--- config.mk ---
export PLATFORM = sky130hd
export DESIGN_NAME = fractal_sync_arb
export DESIGN_NICKNAME = d
export VERILOG_FILES = /design/src/rtl/fractal_sync_arb.sv
export SDC_FILE = /design/constraint.sdc
export NUM_CORES = 1
export LEC_CHECK = 0
export CORE_MARGIN = 5
export CORE_UTILIZATION = 37
export CTS_BUF_LIST = sky130_fd_sc_hd__clkbuf_8
export DETAILED_ROUTE_END_ITERATION = 8
export PLACE_DENSITY = 0.8
export SKIP_CTS_REPAIR_TIMING = 1
export SYNTH_ARGS = -nofsm -noshare
export SYNTH_HDL_FRONTEND = slang
export SYNTH_SLANG_ARGS = --single-unit
--- constraint.sdc ---
create_clock -name clk_i -period 3 [get_ports clk_i]
set_input_delay 0.45 -clock clk_i [delete_from_list [all_inputs] [get_ports clk_i]]
set_output_delay 0.45 -clock clk_i [all_outputs]
set_load 0.02 [all_outputs]
--- src/rtl/fractal_sync_arb.sv ---
// fractal_sync_arb: round-robin arbiter and response router for one fractal-sync core-control port.
// Define FRACTAL_SYNC_ARB_OUT_REG_EN to insert a one-entry output register (default: combinational grant with lock).
module fractal_sync_arb #(
    parameter  int N_PORTS   = 4,
    parameter  int LVL_W     = 4,
    parameter  int ID_W      = 8,
    parameter  int MAX_OUTST = 2,
    parameter  int OUTST_W   = $clog2(MAX_OUTST + 1),
    localparam int IDX_W     = $clog2(N_PORTS)
) (
    input  logic                     clk_i,
    input  logic                     rst_ni,
    input  logic [N_PORTS-1:0]       req_valid_i,
    input  logic [N_PORTS*LVL_W-1:0] req_lvl_i,
    input  logic [N_PORTS*ID_W-1:0]  req_id_i,
    output logic [N_PORTS-1:0]       req_ready_o,
    output logic                     out_valid_o,
    output logic [LVL_W-1:0]         out_lvl_o,
    output logic [ID_W-1:0]          out_id_o,
    output logic [IDX_W-1:0]         out_src_o,
    input  logic                     out_ready_i,
    input  logic                     rsp_valid_i,
    input  logic [IDX_W-1:0]         rsp_dst_i,
    input  logic                     rsp_err_i,
    output logic [N_PORTS-1:0]       rsp_valid_o,
    output logic [N_PORTS-1:0]       rsp_err_o,
    output logic                     err_o
);

    logic [OUTST_W-1:0]   r_outst [N_PORTS];
    logic [IDX_W-1:0]     r_ptr;
    logic [N_PORTS-1:0]   r_rsp_valid;
    logic [N_PORTS-1:0]   r_rsp_err;
    logic                 r_err;

    logic [N_PORTS-1:0]   w_eligible;
    logic [2*N_PORTS-1:0] w_elig_rot;
    logic [IDX_W-1:0]     w_off;
    logic [IDX_W:0]       w_sum;
    logic [IDX_W-1:0]     w_scan_idx;
    logic                 w_any;
    logic [IDX_W-1:0]     w_grant_idx;
    logic [N_PORTS-1:0]   w_grant_oh;
    logic                 w_accept;
    logic [LVL_W-1:0]     w_sel_lvl;
    logic [ID_W-1:0]      w_sel_id;
    logic [N_PORTS-1:0]   w_rsp_dec;
    logic                 w_rsp_ok;

    always_comb begin
        for (int p = 0; p < N_PORTS; p++) begin
            w_eligible[p] = req_valid_i[p] && (r_outst[p] < OUTST_W'(MAX_OUTST));
        end
    end

    // Rotate eligibility so bit 0 is the pointer's port; the lowest set bit is the winner offset.
    assign w_elig_rot = {w_eligible, w_eligible} >> r_ptr;
    assign w_any      = |w_eligible;

    // NOTE: every always_comb output gets a default before any conditional assignment, so no latch is inferred.
    always_comb begin
        w_off = '0;
        for (int i = N_PORTS - 1; i >= 0; i--) begin
            if (w_elig_rot[i]) w_off = IDX_W'(i);
        end
        w_sum = {1'b0, r_ptr} + {1'b0, w_off};
        if (w_sum >= (IDX_W + 1)'(N_PORTS)) w_scan_idx = IDX_W'(w_sum - (IDX_W + 1)'(N_PORTS));
        else                                 w_scan_idx = w_sum[IDX_W-1:0];
    end

    always_comb begin
        w_sel_lvl = '0;
        w_sel_id  = '0;
        for (int p = 0; p < N_PORTS; p++) begin
            w_grant_oh[p] = (w_grant_idx == IDX_W'(p));
            if (w_grant_oh[p]) begin
                w_sel_lvl = req_lvl_i[p*LVL_W +: LVL_W];
                w_sel_id  = req_id_i[p*ID_W +: ID_W];
            end
        end
    end

`ifdef FRACTAL_SYNC_ARB_OUT_REG_EN
    logic             r_ov;
    logic [LVL_W-1:0] r_lvl;
    logic [ID_W-1:0]  r_id;
    logic [IDX_W-1:0] r_src;

    // Accept when the register is empty or draining this cycle; the register carries the payload.
    assign w_grant_idx = w_scan_idx;
    assign w_accept    = w_any && (!r_ov || out_ready_i);

    always_ff @(posedge clk_i or negedge rst_ni) begin
        if (!rst_ni) begin
            r_ov  <= 1'b0;
            r_lvl <= '0;
            r_id  <= '0;
            r_src <= '0;
        end else if (w_accept) begin
            r_ov  <= 1'b1;
            r_lvl <= w_sel_lvl;
            r_id  <= w_sel_id;
            r_src <= w_grant_idx;
        end else if (out_ready_i) begin
            r_ov  <= 1'b0;
        end
    end

    assign out_valid_o = r_ov;
    assign out_lvl_o   = r_lvl;
    assign out_id_o    = r_id;
    assign out_src_o   = r_src;
`else
    logic             r_lock;
    logic [IDX_W-1:0] r_lock_idx;
    logic             w_out_valid;

    // A stalled grant is pinned so a newly eligible port cannot swap the payload mid-handshake.
    assign w_grant_idx = r_lock ? r_lock_idx : w_scan_idx;
    assign w_out_valid = r_lock || w_any;
    assign w_accept    = w_out_valid && out_ready_i;

    // NOTE: sequential state uses non-blocking assignments so all registers update from pre-edge values.
    always_ff @(posedge clk_i or negedge rst_ni) begin
        if (!rst_ni) begin
            r_lock     <= 1'b0;
            r_lock_idx <= '0;
        end else if (w_out_valid && !out_ready_i) begin
            r_lock     <= 1'b1;
            r_lock_idx <= w_grant_idx;
        end else if (w_accept) begin
            r_lock     <= 1'b0;
        end
    end

    assign out_valid_o = w_out_valid;
    assign out_lvl_o   = w_out_valid ? w_sel_lvl : '0;
    assign out_id_o    = w_out_valid ? w_sel_id : '0;
    assign out_src_o   = w_out_valid ? w_grant_idx : '0;
`endif

    assign req_ready_o = w_accept ? w_grant_oh : '0;

    // A destination outside the port range never matches, so it is rejected like an idle port.
    always_comb begin
        for (int p = 0; p < N_PORTS; p++) begin
            w_rsp_dec[p] = rsp_valid_i && (rsp_dst_i == IDX_W'(p)) && (r_outst[p] != '0);
        end
    end
    assign w_rsp_ok = |w_rsp_dec;

    // NOTE: the outstanding counters are a few flops each, so they are reset explicitly rather than left to a RAM.
    always_ff @(posedge clk_i or negedge rst_ni) begin
        if (!rst_ni) begin
            for (int p = 0; p < N_PORTS; p++) r_outst[p] <= '0;
            r_ptr       <= '0;
            r_rsp_valid <= '0;
            r_rsp_err   <= '0;
            r_err       <= 1'b0;
        end else begin
            for (int p = 0; p < N_PORTS; p++) begin
                case ({w_accept && w_grant_oh[p], w_rsp_dec[p]})
                    2'b10:   r_outst[p] <= r_outst[p] + 1'b1;
                    2'b01:   r_outst[p] <= r_outst[p] - 1'b1;
                    default: r_outst[p] <= r_outst[p];
                endcase
            end
            if (w_accept) begin
                r_ptr <= (w_grant_idx == IDX_W'(N_PORTS - 1)) ? '0 : w_grant_idx + 1'b1;
            end
            r_rsp_valid <= w_rsp_dec;
            r_rsp_err   <= rsp_err_i ? w_rsp_dec : '0;
            if (rsp_valid_i && !w_rsp_ok) r_err <= 1'b1;
        end
    end

    assign rsp_valid_o = r_rsp_valid;
    assign rsp_err_o   = r_rsp_err;
    assign err_o       = r_err;

endmodule

# Yosys cells after proc, flatten, opt, wreduce, memory -nomap -nowiden
# Cells that the tools add are included.
op_classes:
  n_shift: 1
  muxes: 26
  div: 0
  bitwise: 0
  n_mul: 0
  reduce_logical: 35
  magnitude_cmp: 5
  n_addsub: 11
  n_eq_ne: 14
op_table:
  columns: ["operator", "n"]
  rows:
  - ["2-to-1 mux 8 bit", 5]
  - ["2-to-1 mux 4 bit", 7]
  - ["logical AND 1 bit", 19]
  - ["nonzero test 2 bit", 9]
  - ["== test 2 bit (second input constant)", 8]
  - ["2-to-1 mux 2 bit", 8]
  - ["one-hot mux 2 bit (2 select lines)", 4]
  - ["== test 2 x 1 -> 1 bit (second input constant)", 6]
  - ["adder 2 x 1 -> 2 bit (second input constant)", 5]
  - ["subtractor 2 x 1 -> 2 bit (second input constant)", 5]
  - ["less-than comparator 2 bit (second input constant)", 4]
  - ["OR reduction 4 bit", 2]
  - ["right shift 8 x 2 -> 4 bit", 1]
  - ["zero test 2 bit", 2]
  - ["adder 2 x 2 -> 3 bit", 1]
  - ["greater-or-equal comparator 3 bit (second input constant)", 1]
  - ["zero test 1 bit", 2]
  - ["2-to-1 mux 1 bit", 2]
  - ["logical OR 1 bit", 1]
word_totals:
  n_memories: 0
  romBits: 0
  regBits: 22
  elab_cells: 102
  input_bits: 59
  ram_bits: 0
  out_inout_bits: 28
  latch_bits: 0

# Longest topological paths before layout
depth:
  ltp_word: 17
  ltp_mapped: 17

# Least setup slack after synthesis
# OpenSTA, ideal clock, no wires.
synth_path:
  kind: "input-to-output"
  start: "input port req_valid_i[0]"
  end: "output port out_id_o[0]"
  arrival_time_ps: 2984
  setup_slack_ps: -434
  path_stages: 15
  required_ps: 2550
  cell_sequence: "nor2b_2 nor3_1 a311oi_1 o21ai_0 ha_1 xnor2_1 xnor2_1 o21ai_0 ha_1 nor2b_1 clkbuf_1 a221oi_1 nor3_1 a21oi_1 nor2_1"
synth_between:
  elab_chain_cells: 16
synth_lines:
  columns: ["element", "line", "text"]
  rows:
  - ["start: declaration", "13", "input logic [N_PORTS-1:0] req_valid_i,"]
  - ["logical AND 1 bit *", "52", "w_eligible[p] = req_valid_i[p] && (r_outst[p] < OUTST_W'(MAX_OUTST));"]
  - ["right shift 8 x 2 -> 4 bit", "57", "assign w_elig_rot = {w_eligible, w_eligible} >> r_ptr;"]
  - ["2-to-1 mux 2 bit (4 in a row)", "64", "if (w_elig_rot[i]) w_off = IDX_W'(i);"]
  - ["adder 2 x 2 -> 3 bit", "66", "w_sum = {1'b0, r_ptr} + {1'b0, w_off};"]
  - ["greater-or-equal comparator 3 bit / subtractor 2 x 1 -> 2 bit (equally long branches)", "67", "if (w_sum >= (IDX_W + 1)'(N_PORTS)) w_scan_idx = IDX_W'(w_sum - (IDX_W + 1)'(N_PORTS));"]
  - ["2-to-1 mux 2 bit", "67", null]
  - ["2-to-1 mux 2 bit", "119", "assign w_grant_idx = r_lock ? r_lock_idx : w_scan_idx;"]
  - ["zero test 2 bit", "75", "w_grant_oh[p] = (w_grant_idx == IDX_W'(p));"]
  - ["2-to-1 mux 8 bit (4 in a row)", "76", "if (w_grant_oh[p]) begin"]
  - ["2-to-1 mux 8 bit *", "138", "assign out_id_o = w_out_valid ? w_sel_id : '0;"]
  - ["end: declaration", "19", "output logic [ID_W-1:0] out_id_o,"]
# Mark *: on every way between the ends. The rest lies on a longest branch, timed or not.

# Worst setup path in the final report
layout_path:
  start: "register r_outst[3] (netlist bit)"
  end: "output port out_lvl_o[1]"
layout_between:
  elab_chain_cells: 17
layout_lines:
  columns: ["element", "line", "text"]
  rows:
  - ["start: declaration", "30", "logic [OUTST_W-1:0] r_outst [N_PORTS];"]
  - ["start signal: indexed assignment", "163", "2'b10: r_outst[p] <= r_outst[p] + 1'b1;"]
  - ["start signal: indexed assignment", "164", "2'b01: r_outst[p] <= r_outst[p] - 1'b1;"]
  - ["start signal: indexed assignment", "165", "default: r_outst[p] <= r_outst[p];"]
  - ["less-than comparator 2 bit *", "52", null]
  - ["logical AND 1 bit *", "52", null]
  - ["right shift 8 x 2 -> 4 bit", "57", null]
  - ["2-to-1 mux 2 bit (4 in a row)", "64", null]
  - ["adder 2 x 2 -> 3 bit", "66", null]
  - ["greater-or-equal comparator 3 bit / subtractor 2 x 1 -> 2 bit (equally long branches)", "67", null]
  - ["2-to-1 mux 2 bit", "67", null]
  - ["2-to-1 mux 2 bit", "119", null]
  - ["zero test 2 bit", "75", null]
  - ["2-to-1 mux 4 bit (4 in a row)", "76", null]
  - ["2-to-1 mux 4 bit *", "137", "assign out_lvl_o = w_out_valid ? w_sel_lvl : '0;"]
  - ["end: declaration", "18", "output logic [LVL_W-1:0] out_lvl_o,"]
# Marks and branches as above.

==> impl_results.html <==
<table>
<tr><th>Metric</th><th>Value</th></tr>
<tr><th colspan="2">STA</th></tr>
<tr><td>Setup repair after global routing missed its margin</td><td>yes</td></tr>
<tr><td>Maximum operating frequency</td><td>approximately 280 MHz</td></tr>
<tr><td>Slew at the pin with the worst max-slew slack</td><td>around 1 ns</td></tr>
<tr><td>Clock period minus worst slack</td><td>between 3 and 4 ns</td></tr>
<tr><td>Final number of max-transition violations</td><td>0</td></tr>
<tr><td>Setup violators final</td><td>20</td></tr>
<tr><td>Clock tree skew after final layout</td><td>~0.0047 ns</td></tr>
<tr><td>Least setup slack across all paths after layout</td><td>-0.627 ns</td></tr>
<tr><td>Final hold violations</td><td>0</td></tr>
<tr><td>Worst relative slew slack</td><td>between 30% and 40%</td></tr>
<tr><td>Post-route clock period utilization</td><td>121%</td></tr>
<tr><td>Tightest hold margin</td><td>around 0.5 ns</td></tr>
<tr><th colspan="2">Die</th></tr>
<tr><td>Core Region</td><td>4320 µm²</td></tr>
<tr><td>Placement row count</td><td>24</td></tr>
<tr><td>Die boundary width</td><td>between 70 and 80 µm</td></tr>
<tr><td>Die Height</td><td>around 76 µm</td></tr>
<tr><td>Die area</td><td>around 5800 µm²</td></tr>
<tr><td>Starting density of the core</td><td>37.6%</td></tr>
<tr><td>I/O pins</td><td>87</td></tr>
<tr><th colspan="2">Setup path</th></tr>
<tr><td>Worst path required time</td><td>2.55 ns</td></tr>
<tr><td>Arrival time reported for the critical path endpoint</td><td>3.18 ns</td></tr>
<tr><td>Crit Path Max Fanout</td><td>4</td></tr>
<tr><td>Endpoint type of the worst setup path</td><td>output port</td></tr>
<tr><td>Critical Setup Path Class</td><td>reg2out</td></tr>
<tr><td>Register-to-Register Setup Slack</td><td>-0.20 ns</td></tr>
<tr><td>Startpoint type of the worst setup path</td><td>register</td></tr>
<tr><th colspan="2">Synthesis</th></tr>
<tr><td>Top cells by area, synth</td><td>dfrtp_1 34%, ha_1 6.9%, a221oi_1 6.5%</td></tr>
<tr><td>Async set-reset flop share out of synthesis</td><td>100%</td></tr>
<tr><td>Cells after Synth</td><td>around 180</td></tr>
<tr><td>Count of flip-flops with a built-in enable after synthesis</td><td>0</td></tr>
<tr><td>Number of nets produced by synthesis</td><td>252</td></tr>
<tr><td>Number of distinct library cells after synthesis</td><td>37</td></tr>
<tr><td>Commonest cells post-synth</td><td>22 x dfrtp_1, 22 x nor2_1, 17 x a21oi_1</td></tr>
<tr><td>Count of yosys warnings during synthesis</td><td>0</td></tr>
<tr><td>Synth Register Bits</td><td>22</td></tr>
<tr><td>Summed instance area of the synthesized netlist</td><td>approximately 1600 µm²</td></tr>
<tr><td>Mapped Avg Cell Area</td><td>around 9 µm²</td></tr>
<tr><td>Leading area contributor after synthesis</td><td>dfrtp_1</td></tr>
<tr><td>Yosys top cell area share</td><td>roughly a third</td></tr>
<tr><td>Sequential-to-total area share from yosys stat</td><td>33.8%</td></tr>
<tr><td>Synth Flop Type</td><td>dfrtp_1</td></tr>
<tr><th colspan="2">Routing</th></tr>
<tr><td>Vias after detailed routing</td><td>~1.9k</td></tr>
<tr><td>Count of routing violations after the opening detailed-route iteration</td><td>133</td></tr>
<tr><td>WL/cell</td><td>around 18 µm</td></tr>
<tr><td>Detailed-route wire length</td><td>around 6600 µm</td></tr>
<tr><td>Drt drc</td><td>0</td></tr>
<tr><td>Residual antenna-violating net count after detailed routing</td><td>0</td></tr>
<tr><td>Average vias per placed instance</td><td>5.19</td></tr>
<tr><td>Detailed-router iteration count before antenna repair</td><td>4</td></tr>
<tr><th colspan="2">Pwr</th></tr>
<tr><td>P per Cell Area</td><td>~1500 nW/µm²</td></tr>
<tr><td>Pleak</td><td>roughly 1.4 nW</td></tr>
<tr><td>Highest ir drop seen on vdd</td><td>between 1 and 1.5 mV</td></tr>
<tr><th colspan="2">GRT</th></tr>
<tr><td>Number of antenna violations at the first check in global routing</td><td>0</td></tr>
<tr><td>Total GRT Usage</td><td>a little under a fifth</td></tr>
<tr><td>Maximum number of pins on one net before global-route repair</td><td>26</td></tr>
<tr><td>Wire length of the first global-routing pass</td><td>around 9200 µm</td></tr>
<tr><td>Number of global-route vias before repair</td><td>1960</td></tr>
<tr><td>Total gr overflow</td><td>0</td></tr>
<tr><th colspan="2">Run status</th></tr>
<tr><td>Failing checks</td><td>setup timing</td></tr>
<tr><td>Run status</td><td>finished with violations</td></tr>
<tr><th colspan="2">CTS</th></tr>
<tr><td>TritonCTS Buffers</td><td>3</td></tr>
<tr><td>Bufs on Longest Clock Path</td><td>2</td></tr>
<tr><td>Clock latency reported for the late side of the worst-skew pair</td><td>0.27 ns</td></tr>
<tr><td>Clock-pin transition on the worst setup and hold timing paths</td><td>around 0.080 ns</td></tr>
<tr><td>Clk root buf</td><td>clkbuf_8</td></tr>
<tr><td>TritonCTS Sinks</td><td>22</td></tr>
<tr><td>Max H-tree Level</td><td>1</td></tr>
<tr><td>TritonCTS clock tree</td><td>yes</td></tr>
<tr><th colspan="2">Cells and area</th></tr>
<tr><td>Area occupied by multi-input gates</td><td>around 1300 µm²</td></tr>
<tr><td>Area taken by flip-flops and latches</td><td>551 µm²</td></tr>
<tr><td>Number of nets in the finished design</td><td>between 300 and 400</td></tr>
<tr><td>Final antenna diode count</td><td>0</td></tr>
<tr><td>Layout filler cell count</td><td>between 200 and 300</td></tr>
<tr><td>Fraction of final layout cells with drive strength greater than 1</td><td>about two fifths</td></tr>
<tr><td>Area added between synthesis and finish</td><td>102%</td></tr>
<tr><th colspan="2">Place</th></tr>
<tr><td>Post-Place Worst Slack</td><td>-1.29 ns</td></tr>
<tr><td>RD Place Congestion</td><td>between 0.8 and 0.9</td></tr>
<tr><td>HPWL Detailed</td><td>approximately 4500 µm</td></tr>
<tr><td>Input/output buffers</td><td>86</td></tr>
<tr><th colspan="2">Flow run</th></tr>
<tr><td>Max-cap viol count</td><td>0</td></tr>
<tr><th colspan="2">Min path</th></tr>
<tr><td>Class of the tightest hold or removal check</td><td>reg2reg</td></tr>
</table>
==> state kept, by name, indices dropped and copies added (netlist names) <==
register,flops
r_lock_idx,2
err_o,1
rsp_valid_o,4
rsp_err_o,4
r_outst,8
r_ptr,2
r_lock,1
==> per-layer routing <==
layer  share of wire, %  track usage (%)
met4                3.5             7.87
met1                 37             20.6
met2                 56             35.5
met3                3.5             3.66
met5                  0                0
==> cells in the final DEF, fill, tap and decap left out, drive strengths merged, types with 7 or more instances in the layout <==
master	netlist	final
xnor2	10	10
a221oi	12	12
nor3	16	16
inv	7	7
dfrtp	22	22
ha	9	9
nor2b	15	15
a21oi	17	17
nor2	22	22
buf	0	53
clkdlybuf4s50	0	64
clkbuf	9	9
==> final timing paths <==
| check | startpoint | depth (start not counted) | end |
|---|---|---|---|
| min reg2reg | err_o | 1 | err_o |
| min in group asynchronous | rst_ni | 1 | r_outst[7] |
| min | err_o | 1 | err_o |
| max | r_outst[3] | 15 | out_lvl_o[1] |
| max reg2reg | r_outst[3] | 14 | r_outst[5] |
| max in group asynchronous | rst_ni | 1 | rsp_err_o[1] |
==> where the power goes <==
group	internal [W]	leakage (nW)	switching, W
combinational	0.00216	1.14	0.00212
sequential	0.000397	0.271	0.000112
clock	0.000178	0.0357	0.000102
==> worst max-delay path, cell delays in order (launching register included) <==
cell      delay (ns)
dfrtp_1         0.46
nand2b_4        0.18
buf_4           0.14
a211oi_1        0.28
a21oi_1         0.10
o22ai_2         0.25
xnor2_2         0.13
o21ai_2         0.17
ha_2            0.21
nor2b_4         0.18
buf_4           0.17
a221oi_2        0.06
nor3_1          0.19
a21oi_1         0.10
nor2_2          0.12
clkbuf_2        0.18
==> logic make-up after synthesis <==
kind of cell | after synthesis | synth area share, %
and+or+nand+nor | 76 | 26.0
DFF | 22 | 33.8
adders and majority gates | 9 | 6.92
buffers and inverters | 16 | 4.30
AOI/OAI and AO/OA | 44 | 19.2
muxes | 3 | 2.23
xor gates and xnor gates | 14 | 7.53
==> cell type report <==
class | count | area share (%)
clock buffer | 3 | 1.26
clock inverter | 1 | 0.913
inverter | 7 | 0.799
multi-input combinational | 146 | 40.9
sequential | 22 | 16.7
tap | 52 | 1.98
timing repair buffer | 129 | 37.5
==> stage by stage <==
step	cell area (µm²)	power [W]	TNS [ns]	std cells	util [%]
after floorplan	1790	0.00273	-1.26	184	-
after global placement	2940	0.00413	-21.30	347	68.0
after detailed placement	2940	0.00420	-23.08	347	68.0
after CTS	3010	0.00450	-21.65	351	69.6
after global routing	3290	0.00540	-11.22	360	76.1
final	3290	0.00506	-7.57	360	76.1
Power figures use the tool's default switching activity.
